### src/rtl/i2c_req_arbiter.sv
// Two-requester round-robin arbiter that owns the I2C master command port.
// It sequences Start/Ready and reports Error or a timeout back to the winner.
module i2c_req_arbiter #(
    parameter logic [15:0] TIMEOUT = 16'd50000
) (
    input  logic       Clk,
    input  logic       Rst,
    input  logic       Req0,
    input  logic       Req1,
    input  logic [6:0] Adr0,
    input  logic [6:0] Adr1,
    input  logic [7:0] Pointer0,
    input  logic [7:0] Pointer1,
    input  logic       Set_pointer0,
    input  logic       Set_pointer1,
    input  logic [7:0] Data_in0,
    input  logic [7:0] Data_in0b,
    input  logic [7:0] Data_in1,
    input  logic [7:0] Data_in1b,
    input  logic       R_W0,
    input  logic       R_W1,
    output logic       Ack0,
    output logic       Ack1,
    output logic       Err,
    output logic       Tout,
    output logic       Gnt,
    output logic       Busy,
    output logic [6:0] Adr,
    output logic [7:0] Pointer,
    output logic       Set_pointer,
    output logic [7:0] Data_in,
    output logic [7:0] Data_in2,
    output logic       R_W,
    output logic       Start,
    input  logic       Error,
    input  logic       Ready
);

    typedef enum logic [1:0] {IDLE, ISSUE, BUSY, DONE} state_t;

    state_t      state, state_nx;
    logic        last, last_nx;
    logic        gnt_nx, start_nx, ack0_nx, ack1_nx, err_nx, tout_nx;
    logic [15:0] cnt, cnt_nx;
    logic [6:0]  adr_nx;
    logic [7:0]  pointer_nx, data_in_nx, data_in2_nx;
    logic        set_pointer_nx, r_w_nx;
    logic        win, timed_out;

    // Under contention the side that was not served last wins.
    assign win       = Req1 & ~(Req0 & last);
    assign timed_out = (cnt == TIMEOUT - 16'd1);
    assign Busy      = (state != IDLE);

    always_comb begin
        state_nx       = state;
        last_nx        = last;
        gnt_nx         = Gnt;
        start_nx       = Start;
        ack0_nx        = Ack0;
        ack1_nx        = Ack1;
        err_nx         = Err;
        tout_nx        = Tout;
        cnt_nx         = cnt;
        adr_nx         = Adr;
        pointer_nx     = Pointer;
        set_pointer_nx = Set_pointer;
        data_in_nx     = Data_in;
        data_in2_nx    = Data_in2;
        r_w_nx         = R_W;
        unique case (state)
            IDLE: begin
                if (Ready && (Req0 || Req1)) begin
                    adr_nx         = win ? Adr1 : Adr0;
                    pointer_nx     = win ? Pointer1 : Pointer0;
                    set_pointer_nx = win ? Set_pointer1 : Set_pointer0;
                    data_in_nx     = win ? Data_in1 : Data_in0;
                    data_in2_nx    = win ? Data_in1b : Data_in0b;
                    r_w_nx         = win ? R_W1 : R_W0;
                    gnt_nx         = win;
                    last_nx        = win;
                    start_nx       = 1'b1;
                    cnt_nx         = '0;
                    state_nx       = ISSUE;
                end
            end
            ISSUE: begin
                if (!Ready) begin
                    start_nx = 1'b0;
                    cnt_nx   = '0;
                    state_nx = BUSY;
                end else if (timed_out) begin
                    start_nx = 1'b0;
                    err_nx   = 1'b0;
                    tout_nx  = 1'b1;
                    ack0_nx  = ~Gnt;
                    ack1_nx  = Gnt;
                    state_nx = DONE;
                end else begin
                    cnt_nx = cnt + 16'd1;
                end
            end
            BUSY: begin
                if (Ready) begin
                    err_nx   = Error;
                    tout_nx  = 1'b0;
                    ack0_nx  = ~Gnt;
                    ack1_nx  = Gnt;
                    state_nx = DONE;
                end else if (timed_out) begin
                    err_nx   = 1'b0;
                    tout_nx  = 1'b1;
                    ack0_nx  = ~Gnt;
                    ack1_nx  = Gnt;
                    state_nx = DONE;
                end else begin
                    cnt_nx = cnt + 16'd1;
                end
            end
            DONE: begin
                ack0_nx  = 1'b0;
                ack1_nx  = 1'b0;
                err_nx   = 1'b0;
                tout_nx  = 1'b0;
                state_nx = IDLE;
            end
            default: state_nx = IDLE;
        endcase
    end

    always_ff @(posedge Clk) begin
        if (Rst) begin
            state       <= IDLE;
            last        <= 1'b1;
            Gnt         <= 1'b0;
            Start       <= 1'b0;
            Ack0        <= 1'b0;
            Ack1        <= 1'b0;
            Err         <= 1'b0;
            Tout        <= 1'b0;
            cnt         <= '0;
            Adr         <= '0;
            Pointer     <= '0;
            Set_pointer <= 1'b0;
            Data_in     <= '0;
            Data_in2    <= '0;
            R_W         <= 1'b0;
        end else begin
            state       <= state_nx;
            last        <= last_nx;
            Gnt         <= gnt_nx;
            Start       <= start_nx;
            Ack0        <= ack0_nx;
            Ack1        <= ack1_nx;
            Err         <= err_nx;
            Tout        <= tout_nx;
            cnt         <= cnt_nx;
            Adr         <= adr_nx;
            Pointer     <= pointer_nx;
            Set_pointer <= set_pointer_nx;
            Data_in     <= data_in_nx;
            Data_in2    <= data_in2_nx;
            R_W         <= r_w_nx;
        end
    end

endmodule

### config.mk
export PLATFORM = sky130hd
export DESIGN_NAME = i2c_req_arbiter
export DESIGN_NICKNAME = d
export VERILOG_FILES = /design/src/rtl/i2c_req_arbiter.sv
export SDC_FILE = /design/constraint.sdc
export NUM_CORES = 1
export LEC_CHECK = 0
export CAP_MARGIN = 20
export CORE_AREA = 2 2 107 68
export DETAILED_ROUTE_END_ITERATION = 6
export DIE_AREA = 0 0 109 70
export PLACE_DENSITY = 0.85
export SLEW_MARGIN = 20
export SYNTH_ARGS = -nofsm -noshare
export SYNTH_HDL_FRONTEND = slang
export SYNTH_SLANG_ARGS = --single-unit
### constraint.sdc
create_clock -name Clk -period 2.5 [get_ports Clk]
set_clock_uncertainty 0.2 [all_clocks]
set_input_delay 0.5 -clock Clk [delete_from_list [all_inputs] [get_ports Clk]]
set_output_delay 0.5 -clock Clk [all_outputs]
set_load 0.02 [all_outputs]
## After elaboration in Yosys (flattened, before gate mapping)

Cells that the tools add are included.

- Multiplexer cells: 36
- Bitwise gates (word level): 4
- Order comparisons: 0
- Eq/ne operators: 8
- $add $sub $neg: 1
- Divide/modulo/power cells: 0
- Shift operators: 0
- $mul: 0
- Reductions and logical operators: 11

Operators with widths:

| operator | count |
|---|---|
| $mux 16 | 4 |
| $pmux 16 s3 | 1 |
| $mux 8 | 3 |
| $mux 1 | 17 |
| $add 16x1->16 const B | 1 |
| $eq 16x16->1 const B | 1 |
| $pmux 1 s3 | 4 |
| $mux 2 | 4 |
| $pmux 2 s4 | 1 |
| $mux 7 | 1 |
| $ne 2x2->1 const B | 3 |
| $reduce_and 3->1 | 2 |
| $reduce_bool 3->1 | 2 |
| $eq 2x2->1 const B | 2 |
| $reduce_and 2->1 | 2 |
| $reduce_bool 2->1 | 2 |
| $ne 3x3->1 const B | 1 |
| $and 1x1->1 | 2 |
| $eq 2x1->1 const B | 1 |
| $logic_not 2->1 | 1 |
| $not 1->1 | 2 |
| $pmux 1 s2 | 1 |
| $logic_and 1x1->1 | 1 |
| $logic_or 1x1->1 | 1 |

- Word-level logic and storage cells: 75
- Memory bits (read-only): 0
- Input bits: 72
- Memories kept: 0
- Bits in latches: 0
- Output and inout port bits: 40
- Memory bits (writable): 0
- Register bits after elaboration: 58

## Logic depth before layout (Yosys ltp)

- Depth after elaboration: 4
- Gate-level depth with buffers: 9
- Gate-level depth less buffers: 6

## Worst setup path after synthesis

OpenSTA, ideal clock, no wires.

- Path type: flip-flop to flip-flop
- Start: register state[0]
- End: register cnt[5]
- Data arrival time: 1995 ps
- Clock period less this slack: 2323 ps
- Path buffers: 3
- Slack: 177 ps
- Setup time: 128 ps
- Stages on the path, launching flop included: 10
- Required time: 2172 ps
- Path through: dfxtp_1 -> inv_1 -> ha_1 -> clkbuf_1 -> a21oi_1 -> o21ai_1 -> clkbuf_1 -> o21bai_1 -> clkbuf_1 -> nor2_1

- Cells in the longest elaborated chain, start to end: 3
- Elaborated cells on any way between the ends: 8
- Those cells by class: eq/ne (4); mux (1); reduce/logical (3)

Ends and longest elaborated chain:

| item | RTL line | source |
|---|---|---|
| from (decl) | 41 | `state_t state, state_nx;` |
| from (signal assigned) | 149 | `state <= state_nx;` |
| $eq 2x2->1 (tied with other cells) | 71 | `unique case (state)` |
| $ne 2x2->1 (no source line) or $reduce_bool 3->1 (tied branches) | -- |  |
| $reduce_and 3->1 (no source line) | -- |  |
| to (signal assigned) | 157 | `cnt <= cnt_nx;` |
| to (decl) | 44 | `logic [15:0] cnt, cnt_nx;` |

Parallel ways exist; a longest one is shown, timed or not.
A chain may end at the register's enable or synchronous reset.

## Worst setup path after layout

- Start: register state[0]
- End: output port Busy

- Cells in the longest elaborated chain, start to end: 1

Ends and longest elaborated chain:

| item | RTL line | source |
|---|---|---|
| $reduce_bool 2->1 | 53 | `assign Busy = (state != IDLE);` |
| to (decl) | 27 | `output logic Busy,` |

No other way between the ends.

==> results.py <==
metrics = {
    "sta": {
        "setup_viol": 0,
        "setup_ws_ps": 154,
        "period_share": 0.938,
        "clock.fmax_ghz": 0.426,
        "slew_violations": 0,
        "tightest_slew_ps": 631,
        "hold_viol": 0,
        "finalCriticalPeriod_ps": 2350,
        "slew_headroom": 0.576,
        "rsz0062_at_grt": "false",
    },
    "finish": {
        "layout_common_cells": "clkdlybuf4s50_1 (110), dfxtp_1 (58), nor2_1 (39), mux2i_1 (33), a211oi_1 (33)",
        "stdcell_area_um2": 4320,
        "multiInputGateArea_um2": 1530,
        "final_nets": 509,
        "drive_above_1_share": 0.0874,
        "area_growth_pct": 54.7,
        "nFillCells": 579,
        "n_antenna_cell": 0,
        "final_util": 0.633,
        "final_common_cell": "clkdlybuf4s50_1",
        "ff_latch_area_um2": 1160,
    },
    "route": {
        "wl_per_cell_um": 14.8,
        "wirelength_um": 7760,
        "vias": 2822,
        "drt_pre_antenna_iters": 4,
        "antenna_left": 0,
        "drc": 0,
        "viasPerCell": 5.37,
        "drt-initial-drc-count": 156,
    },
    "setup_path": {
        "path_max_fanout": 6,
        "critical-path-max-stage-delay_ps": 420,
        "cp-startpoint": "state[0]",
        "cp.required_ps": 1800,
        "critPathLaunchType": "flip-flop",
        "crit_chain": "inv_1 -> ha_1 -> inv_2 -> dlygate4sd2_1",
        "critPathKind": "flip-flop to output pin",
        "cp_data_arrival_time_ps": 1650,
        "rr_startpoint": "state[0]",
        "cp-end-kind": "output pin",
        "cp_slowest_cell": "dfxtp_1",
    },
    "synthesis": {
        "async_flop_share": 0,
        "syn_nets": 391,
        "syn-instance-count": 312,
        "ys_seq_area_frac": 0.416,
        "yosys_warnings": 0,
        "avgSynthCellArea_um2": 8.94,
        "synthFlopType": "dfxtp_1",
        "syn_area_um2": 2790,
        "synth-seq-cells": 58,
        "synth-edff-count": 0,
        "synth.distinct_cells": 42,
    },
    "power_and_ir_drop": {
        "pwr-share-comb": 0.284,
        "p_sw_mw": 0.806,
        "p_int_mw": 1.87,
        "p_sw_frac": 0.301,
        "pwr-share-seq": 0.396,
        "ir_drop_mv": 0.292,
        "power_frac_clock": 0.320,
        "p_per_area_nw_per_um2": 621,
        "p_leak_nw": 1.56,
    },
    "global_routing": {
        "antenna_found_initial": 0,
        "grt_pass1_vias": 2747,
        "grt_max_degree": 46,
        "grtUsageTotal": 0.216,
        "grt-ovfl-total": 0,
        "grt_pass1_wl_um": 12800,
    },
    "place": {
        "post-dp-hpwl_um": 5900,
        "placed_cell_area_um2": 4120,
        "io_buffers": 111,
        "pre_cts_ws_ps": -17.2,
        "place_congestion": 0.893,
    },
    "floorplan": {
        "die_x_um": 109,
        "dieArea_um2": 7630,
        "dieHeight_um": 70,
        "start_util": 0.409,
        "core_area_um2": 6820,
        "fp-row-count": 24,
        "pin_count": 112,
    },
    "clock_network": {
        "cts.sinks": 58,
        "cts_buffers": 9,
        "cts.clk_slew.worst_paths_ps": 70,
        "clk_path_buf_depth": 2,
        "ctsRootBufferMaster": "clkbuf_8",
        "h-tree-depth": 3,
        "cts_tree": "yes",
        "clk_latency_ps": 340,
    },
    "run_status": {
        "status": "finished, final reports clean",
    },
    "worst_hold_path": {
        "hp-class": "flip-flop to flip-flop",
        "min_from": "Err",
    },
    "job": {
        "timing.max_cap.violations": 0,
    },
}
-- kinds of logic after synthesis --
| group | count (synthesis) | share of synthesized area |
|---|---|---|
| buffers and inverters | 32 | 0.0435 |
| adder cells (fa/ha/maj) | 7 | 0.0314 |
| AND/OR/NAND/NOR | 89 | 0.165 |
| multiplexers | 33 | 0.118 |
| AO/OA/AOI/OAI | 92 | 0.223 |
| flip-flops | 58 | 0.416 |
| XOR/XNOR | 1 | 0.00314 |
-- critical path: cells and delay by family, from the launching register on --
| kind | cells | cell delay [ps] |
|---|---|---|
| buffers and inverters | 3 | 620 |
| adder cells (fa/ha/maj) | 1 | 260 |
| flip-flops | 1 | 420 |
-- flip-flops by register name, summed over array words and instances, names as in the netlist, 2 cells and up --
| name | flops |
|---|---|
| Pointer | 8 |
| state | 2 |
| Adr | 7 |
| cnt | 16 |
| Data_in | 8 |
| Data_in2 | 8 |
-- metrics by stage --
step	TNS (ps)	hold slack (ps)	cells	power, mW
floorplan	0	233	312	1.47
global placement	0	273	510	1.82
detailed placement	-21.9	284	510	1.85
CTS	0	295	526	2.71
global route	0	329	526	2.82
finish	0	290	526	2.68
-- worst paths after layout --
kind / endpoint / slack (ps) / depth (start not counted)
setup reg to reg: cnt[9] / 170 / 7
setup / recovery: Busy / 150 / 4
hold / removal: Err / 290 / 2
hold reg to reg: Err / 290 / 2
-- area by class of cell --
class,count,area share
clock buffer,11,0.0328
clock inverter,5,0.0125
inverter,10,0.00870
multi-input combinational,222,0.353
sequential,58,0.269
tap,91,0.0264
timing repair buffer,129,0.297
-- synthesized netlist by cell type (2+ instances only) --
| master | number | share of area |
|---|---|---|
| o21ai_0 | 8 | 0.014 |
| o211ai_1 | 2 | 0.0054 |
| inv_1 | 10 | 0.013 |
| a21boi_0 | 2 | 0.0054 |
| or4bb_1 | 2 | 0.0081 |
| a311oi_1 | 2 | 0.0063 |
| ha_1 | 7 | 0.031 |
| or4b_1 | 2 | 0.0072 |
| nand3_1 | 6 | 0.011 |
| o21ai_1 | 2 | 0.0036 |
| nand2_1 | 12 | 0.016 |
| mux2i_1 | 33 | 0.12 |
| or3_1 | 6 | 0.013 |
| a31oi_1 | 3 | 0.0067 |
| and3b_1 | 2 | 0.0063 |
| or4_1 | 8 | 0.022 |
| dfxtp_1 | 58 | 0.42 |
| o31ai_1 | 8 | 0.022 |
| o21bai_1 | 2 | 0.0054 |
| a21oi_1 | 22 | 0.039 |
| nor2_1 | 40 | 0.054 |
| clkbuf_1 | 20 | 0.027 |
| and3_1 | 3 | 0.0067 |
| a211oi_1 | 33 | 0.089 |
| o2111ai_1 | 2 | 0.0063 |
-- per-layer routing --
metal	GRT usage	vias to the layer above	share of wire
met1	0.260	1296	0.41
met4	0.0798	0	0.017
met5	0	-	0
met2	0.355	113	0.47
li1	-	1400	-
met3	0.0747	13	0.098
-- timing repair --
| action | CTS | global route |
|---|---|---|
| hold buffers | 0 | 0 |
| buffers inserted | 0 | 0 |
| endpoints found under the setup margin | 1 | 1 |
| gates resized for setup | 1 | 1 |
| cloned | 0 | 0 |
-- power by group through the flow --
| stage | logic, mW | clock network [mW] | registers (mW) |
|---|---|---|---|
| 6_report | 0.761 | 0.857 | 1.06 |
| 5_1_grt | 0.825 | 0.925 | 1.07 |
| 4_1_cts | 0.767 | 0.880 | 1.06 |
| 3_5_place_dp | 0.766 | 0 | 1.08 |
| 3_3_place_gp | 0.748 | 0 | 1.07 |
| 2_1_floorplan | 0.301 | 0 | 1.16 |
Note: power is estimated with default switching activity, not from simulation.
